--- src/rtl/regfile_pkg.sv ---
// Shared types and helpers for the paired register file with increment/decrement unit.
package regfile_pkg;

  // IDU sequencer states; LO/HI are the byte-serial path, ONE the single-cycle path.
  typedef enum logic [1:0] {
    IDU_IDLE = 2'd0,
    IDU_LO   = 2'd1,
    IDU_HI   = 2'd2,
    IDU_ONE  = 2'd3
  } idu_state_t;

  // Largest pair value at the default 8-bit register width; +1 from here wraps to zero.
  localparam int unsigned IDU_WRAP_MAX = 32'h0000_FFFF;

  // Register index of the high byte of pair p.
  function automatic int unsigned hi_idx(input int unsigned p);
    return 2 * p;
  endfunction

  // Register index of the low byte of pair p.
  function automatic int unsigned lo_idx(input int unsigned p);
    return 2 * p + 1;
  endfunction

endpackage

--- src/rtl/regfile_idu_fsm.sv ---
// Pair increment/decrement sequencer: captures the pair at request, then writes
// lo and hi bytes back (byte-serial) or the whole pair at once (single-cycle).
module regfile_idu_fsm
  import regfile_pkg::*;
#(
  parameter int unsigned DW        = 8,
  parameter int unsigned PAW       = 2,
  parameter int unsigned IDU_SPLIT = 1,
  localparam int unsigned PW       = 2 * DW
) (
  input  logic           clk,
  input  logic           nres,
  input  logic           idu_req,
  input  logic [PAW-1:0] idu_sel,
  input  logic           idu_dec,
  input  logic [PW-1:0]  pair_val_c,
  output logic           idu_busy,
  output logic           idu_done,
  output logic [PW-1:0]  idu_addr,
  output logic           idu_wrap,
  output logic [PAW-1:0] wb_sel,
  output logic           hi_we_c,
  output logic           lo_we_c,
  output logic [DW-1:0]  hi_data_c,
  output logic [DW-1:0]  lo_data_c
);

  idu_state_t state_q, state_d;
  logic       dec_q;
  logic       carry_q, carry_d;
  logic       wrap_d;
  logic [DW-1:0] addr_hi, addr_lo;
  logic       lo_carry_c, full_wrap_c;
  logic [PW-1:0] pair_step_c;

  // Arithmetic always works on the captured value so external writes cannot perturb it.
  assign addr_hi     = idu_addr[PW-1:DW];
  assign addr_lo     = idu_addr[DW-1:0];
  assign lo_carry_c  = dec_q ? (addr_lo == '0) : (addr_lo == '1);
  assign full_wrap_c = dec_q ? (idu_addr == '0) : (idu_addr == '1);
  assign pair_step_c = dec_q ? (idu_addr - PW'(1)) : (idu_addr + PW'(1));

  // Next state, carry and writeback strobes.
  always_comb begin
    state_d   = state_q;
    carry_d   = carry_q;
    wrap_d    = idu_wrap;
    hi_we_c   = 1'b0;
    lo_we_c   = 1'b0;
    hi_data_c = '0;
    lo_data_c = '0;
    unique case (state_q)
      IDU_IDLE: begin
        if (idu_req) state_d = (IDU_SPLIT != 0) ? IDU_LO : IDU_ONE;
      end
      IDU_LO: begin
        lo_we_c   = 1'b1;
        lo_data_c = dec_q ? (addr_lo - DW'(1)) : (addr_lo + DW'(1));
        carry_d   = lo_carry_c;
        state_d   = IDU_HI;
      end
      IDU_HI: begin
        hi_we_c   = 1'b1;
        hi_data_c = dec_q ? (addr_hi - DW'(carry_q)) : (addr_hi + DW'(carry_q));
        wrap_d    = full_wrap_c;
        state_d   = IDU_IDLE;
      end
      IDU_ONE: begin
        hi_we_c   = 1'b1;
        lo_we_c   = 1'b1;
        hi_data_c = pair_step_c[PW-1:DW];
        lo_data_c = pair_step_c[DW-1:0];
        wrap_d    = full_wrap_c;
        state_d   = IDU_IDLE;
      end
      default: state_d = IDU_IDLE;
    endcase
  end

  // State, status flags and request capture.
  always_ff @(posedge clk) begin
    if (!nres) begin
      state_q  <= IDU_IDLE;
      idu_busy <= 1'b0;
      idu_done <= 1'b0;
      idu_wrap <= 1'b0;
      idu_addr <= '0;
      wb_sel   <= '0;
      dec_q    <= 1'b0;
      carry_q  <= 1'b0;
    end else begin
      state_q  <= state_d;
      idu_busy <= (state_d != IDU_IDLE);
      idu_done <= (state_d == IDU_HI) || (state_d == IDU_ONE);
      idu_wrap <= wrap_d;
      carry_q  <= carry_d;
      if (state_q == IDU_IDLE && idu_req) begin
        wb_sel   <= idu_sel;
        dec_q    <= idu_dec;
        idu_addr <= pair_val_c;
      end
    end
  end

endmodule

--- src/rtl/regfile_pair_idu.sv ---
// Byte register file organised as 16-bit pairs, with byte/pair write ports,
// combinational read ports and an integrated pair increment/decrement unit.
// Optional build macro REGFILE_BYPASS_EN forwards same-cycle wr/pw data to reads.
module regfile_pair_idu
  import regfile_pkg::*;
#(
  parameter int unsigned    DW        = 8,
  parameter int unsigned    NREGS     = 8,
  parameter int unsigned    NRD       = 2,
  parameter logic [DW-1:0]  RESET_VAL = '0,
  parameter int unsigned    IDU_SPLIT = 1,
  localparam int unsigned   AW        = $clog2(NREGS),
  localparam int unsigned   PAW       = $clog2(NREGS / 2),
  localparam int unsigned   PW        = 2 * DW
) (
  input  logic              CLK,
  input  logic              nres,
  input  logic              wr_en,
  input  logic [AW-1:0]     wr_sel,
  input  logic [DW-1:0]     wr_data,
  input  logic              pw_en,
  input  logic [PAW-1:0]    pw_sel,
  input  logic [PW-1:0]     pw_data,
  input  logic [NRD*AW-1:0] rd_sel,
  output logic [NRD*DW-1:0] rd_data,
  input  logic              idu_req,
  input  logic [PAW-1:0]    idu_sel,
  input  logic              idu_dec,
  output logic              idu_busy,
  output logic              idu_done,
  output logic [PW-1:0]     idu_addr,
  output logic              idu_wrap
);

  logic [DW-1:0]    regs [NREGS];
  logic [NREGS-1:0] ext_we_c;
  logic [DW-1:0]    ext_data_c [NREGS];
  logic [NREGS-1:0] idu_we_c;
  logic [DW-1:0]    idu_data_c [NREGS];
  logic [PW-1:0]    idu_pair_c;
  logic [PAW-1:0]   wb_sel;
  logic             hi_we_c, lo_we_c;
  logic [DW-1:0]    hi_data_c, lo_data_c;

  regfile_idu_fsm #(
    .DW        (DW),
    .PAW       (PAW),
    .IDU_SPLIT (IDU_SPLIT)
  ) u_idu (
    .clk        (CLK),
    .nres       (nres),
    .idu_req    (idu_req),
    .idu_sel    (idu_sel),
    .idu_dec    (idu_dec),
    .pair_val_c (idu_pair_c),
    .idu_busy   (idu_busy),
    .idu_done   (idu_done),
    .idu_addr   (idu_addr),
    .idu_wrap   (idu_wrap),
    .wb_sel     (wb_sel),
    .hi_we_c    (hi_we_c),
    .lo_we_c    (lo_we_c),
    .hi_data_c  (hi_data_c),
    .lo_data_c  (lo_data_c)
  );

  // External write decode per register; pair write overrides byte write.
  always_comb begin
    for (int unsigned i = 0; i < NREGS; i++) begin
      ext_we_c[i]   = 1'b0;
      ext_data_c[i] = '0;
      if (wr_en && wr_sel == AW'(i)) begin
        ext_we_c[i]   = 1'b1;
        ext_data_c[i] = wr_data;
      end
      if (pw_en && pw_sel == PAW'(i / 2)) begin
        ext_we_c[i]   = 1'b1;
        ext_data_c[i] = (hi_idx(i / 2) == i) ? pw_data[PW-1:DW] : pw_data[DW-1:0];
      end
    end
  end

  // IDU writeback decode per register.
  always_comb begin
    for (int unsigned i = 0; i < NREGS; i++) begin
      idu_we_c[i]   = (wb_sel == PAW'(i / 2)) &&
                      ((hi_we_c && hi_idx(i / 2) == i) || (lo_we_c && lo_idx(i / 2) == i));
      idu_data_c[i] = (hi_idx(i / 2) == i) ? hi_data_c : lo_data_c;
    end
  end

  // Current value of the pair addressed by an incoming IDU request.
  always_comb begin
    idu_pair_c = '0;
    for (int unsigned p = 0; p < NREGS / 2; p++) begin
      if (idu_sel == PAW'(p)) idu_pair_c = {regs[hi_idx(p)], regs[lo_idx(p)]};
    end
  end

  // Register array update: reset, then IDU writeback, then external writes.
  always_ff @(posedge CLK) begin
    if (!nres) begin
      for (int unsigned i = 0; i < NREGS; i++) regs[i] <= RESET_VAL;
    end else begin
      for (int unsigned i = 0; i < NREGS; i++) begin
        if (idu_we_c[i])      regs[i] <= idu_data_c[i];
        else if (ext_we_c[i]) regs[i] <= ext_data_c[i];
      end
    end
  end

  // Read muxes; an index with no matching register reads as zero.
  always_comb begin
    rd_data = '0;
    for (int unsigned k = 0; k < NRD; k++) begin
      for (int unsigned j = 0; j < NREGS; j++) begin
        if (rd_sel[k*AW +: AW] == AW'(j)) begin
`ifdef REGFILE_BYPASS_EN
          rd_data[k*DW +: DW] = ext_we_c[j] ? ext_data_c[j] : regs[j];
`else
          rd_data[k*DW +: DW] = regs[j];
`endif
        end
      end
    end
  end

endmodule

--- config.mk ---
export PLATFORM = sky130hd
export DESIGN_NAME = regfile_pair_idu
export DESIGN_NICKNAME = d
export VERILOG_FILES = /design/src/rtl/regfile_pkg.sv /design/src/rtl/regfile_idu_fsm.sv /design/src/rtl/regfile_pair_idu.sv
export SDC_FILE = /design/constraint.sdc
export NUM_CORES = 1
export LEC_CHECK = 0
export BUFFER_PORTS_ARGS = -buffer_cell sky130_fd_sc_hd__buf_2
export CAP_MARGIN = 20
export CORE_MARGIN = 10
export CORE_UTILIZATION = 50
export CTS_CLUSTER_DIAMETER = 50
export DETAILED_ROUTE_END_ITERATION = 10
export PLACE_DENSITY = 0.77
export SETUP_SLACK_MARGIN = 0.3
export SLEW_MARGIN = 40
export SYNTH_ARGS = -nofsm -noshare
export SYNTH_HDL_FRONTEND = slang
export SYNTH_SLANG_ARGS = --single-unit
--- constraint.sdc ---
create_clock -name CLK -period 3.48 [get_ports CLK]
set_input_delay 0.174 -clock CLK [delete_from_list [all_inputs] [get_ports CLK]]
set_output_delay 0.174 -clock CLK [all_outputs]
set_load 0.05 [all_outputs]
==> out/metrics.cfg <==
[layout]
fillers = 1283
drive_gt1_share_pct = 16.24
multiInputGateArea_sq_mm = 0.004369
regArea_sq_mm = 0.002402
finalNetCount = 911
mostFrequentLayoutCells = nand2_1, buf_2, nor2_1, edfxtp_1, a21oi_1
layout_commonest_cell = nand2_1
diodes = 0
syn_to_final_growth_pct = 9.689

[power_and_ir_drop]
power_mw = 3.039
power_density_mw_per_mm2 = 390.8
p_leak_nw = 2.858
ir_worst_vdd_mv = 0.1882

[clock_tree]
numClockSinks = 88
ctsLongestPathBuffers = 2
cts_made_buffers = 9
cts_resized = 0
ctsRootBufferMaster = clkbuf_16
clock_latency_ns = 0.35
htree_num_levels = 3
clk_pin_slew_ns = 0.07
ctsHoldBuffers = 0
cts_tree = built
post_cts_buffers = 0

[placed_design]
place_ws_ns = 0.6187
numPortBuffers = 77
routabilityCongestion = 1.047
dpl.hpwl_microns = 18880

[die]
die_h_microns = 139.1
fp.dieW_microns = 139.1
die_area_sq_mm = 0.01934
core_area_sq_mm = 0.01388
start_util_pct = 51.07
ios = 78
fp-row-count = 43

[global_routing]
grt_pass1_vias = 6686
grt_remaining_overflow = 0
groute.layer.met2.usage_pct = 33.33
antenna_found_initial = 0
busiest_layer = met1
grt_first_pass_wirelength_microns = 38260
grt_max_degree = 42
use_met3_pct = 5.479
grt_util_all_layers_pct = 24.46
met1_usage_pct = 33.97

[drt]
wl_microns = 25150
drc_errors = 0
vias = 7353
viasPerCell = 7.139
ant_nets = 0
wl_per_cell_microns = 24.42
drt-initial-drc-count = 1557
dr.pass1.iters = 6

[timing]
maxSlewViolCount = 0
setup_violations = 0
post-route-min-period_ns = 2.954
slew_headroom_pct = 39.24
fin_tns_setup_ns = 0
final.period_utilization_pct = 84.89
hold_viol_final = 0
max_freq_mhz = 338.5
fin_skew_ns = 0.01729
worst_slew_pin_slew_ns = 0.9038
rsz0062_at_grt = no
setup_slack_ns = 0.5259

[worst_setup_path]
cp.arrival_ns = 3.02
worstSetupStartpointType = register
rrSetupSlack_ns = 0.53
path_class = reg2reg
endpoint_kind = register
crit_fanout = 10
worstPathRequired_ns = 3.54

[yosys]
synth_edf_count = 64
syn_avg_cell_area_sq_um = 8.699
synth_area_sq_mm = 0.007089
ys_types = 66
synthArstFlopShare_pct = 0
synthFlopType = edfxtp_1
yosys-top-cells-area = edfxtp_1, dfxtp_1, nand2_1
synth-seq-area-share_pct = 33.89
syn_nets = 881
synth_top_area_share_pct = 27.11
synth.largest_area_cell = edfxtp_1
syn_inst = 815
ys_warn_count = 0
ys_ff_latch = 88

[job]
drv_cap = 0

[min_path]
hold_class = in2reg

[outcome]
status = finished clean

-- power breakdown --
group / internal [mW] / total [mW] / switching (mW)
registers: 1.20 / 1.30 / 0.0967
logic: 0.269 / 0.828 / 0.559
clock network: 0.486 / 0.910 / 0.424
total: 1.96 / 3.04 / 1.08
-- Yosys cell counts (5+ instances only) --
master	number
ha_1	21
o221ai_1	15
a22oi_1	14
a22o_1	15
a221oi_1	52
nand2b_1	12
and2_1	6
a31oi_1	7
inv_1	10
mux2i_1	17
a21oi_1	56
a211oi_1	40
nor2b_1	14
buf_2	17
clkbuf_1	42
mux4_2	16
o22ai_1	8
nor3_1	5
xnor2_1	12
nor2_1	76
dfxtp_1	24
o21ai_0	42
edfxtp_1	64
nand3_1	15
nand2_1	123
nand4_1	9
buf_1	9
-- state kept, by name, summed over array words and instances, names as in the netlist --
name and count:
u_idu.wb_sel 2, u_idu.idu_busy 1, u_idu.carry_q 1, u_idu.idu_wrap 1
u_idu.dec_q 1, u_idu.idu_addr 16, u_idu.state_q 2, regs 64
-- per-layer routing --
| metal | vias up | wire (microns) |
|---|---|---|
| li1 | 3211 | - |
| met1 | 3378 | 9951 |
| met2 | 639 | 10080 |
| met3 | 125 | 3421 |
| met4 | 0 | 1695 |
| met5 | - | 0 |
-- final cells by class --
cell class | count | share of cell area [%]
inverters | 11 | 0.5310
multi-input cells | 647 | 56.19
well taps | 180 | 2.896
clock buffers | 10 | 2.944
flip-flops and latches | 88 | 30.89
repair buffers | 88 | 5.986
clock inverters | 6 | 0.5632
-- kinds of logic (layout without fill, tap and decap cells) --
| group | after synthesis | count (layout) | share of synthesized area (%) |
|---|---|---|---|
| AOI/OAI and AO/OA | 286 | 286 | 29.10 |
| muxes | 34 | 34 | 7.642 |
| xor gates and xnor gates | 16 | 16 | 1.977 |
| and+or+nand+nor | 288 | 288 | 18.57 |
| DFF | 88 | 88 | 33.89 |
| adders and majority gates | 23 | 23 | 4.271 |
| buffers and inverters | 80 | 115 | 4.553 |
-- stage by stage --
step,instances,cell area (sq um),util (%),hold WS [ns]
6_report,1030,7776,56.02,0.1449
5_1_grt,1030,7776,56.02,0.1480
4_1_cts,1029,7771,55.99,0.1294
3_5_place_dp,1013,7498,54.02,0.4589
3_3_place_gp,1013,7498,54.02,0.4519
2_1_floorplan,815,7089,-,0.3100
-- critical path, cell delays in order, from the launching register on --
cell	delay, ns
dfxtp_1	0.51
inv_1	0.12
nand2_1	0.31
ha_1	0.30
nor2b_1	0.14
o31a_1	0.28
o21a_1	0.18
nor2_1	0.11
xnor2_1	0.10
a221oi_2	0.45
a211oi_1	0.16
-- final timing paths --
path                                from  cells after the start                     endpoint
max             u_idu.dec_q$_SDFFE_PN0P_                     10    regs[0][21]$_SDFFCE_PN0P_
min                              idu_dec                      3     u_idu.dec_q$_SDFFE_PN0P_
max reg2reg     u_idu.dec_q$_SDFFE_PN0P_                     10    regs[0][21]$_SDFFCE_PN0P_
min reg2reg  u_idu.idu_wrap$_SDFFE_PN0P_                      2  u_idu.idu_wrap$_SDFFE_PN0P_
Power figures use the tool's default switching activity.
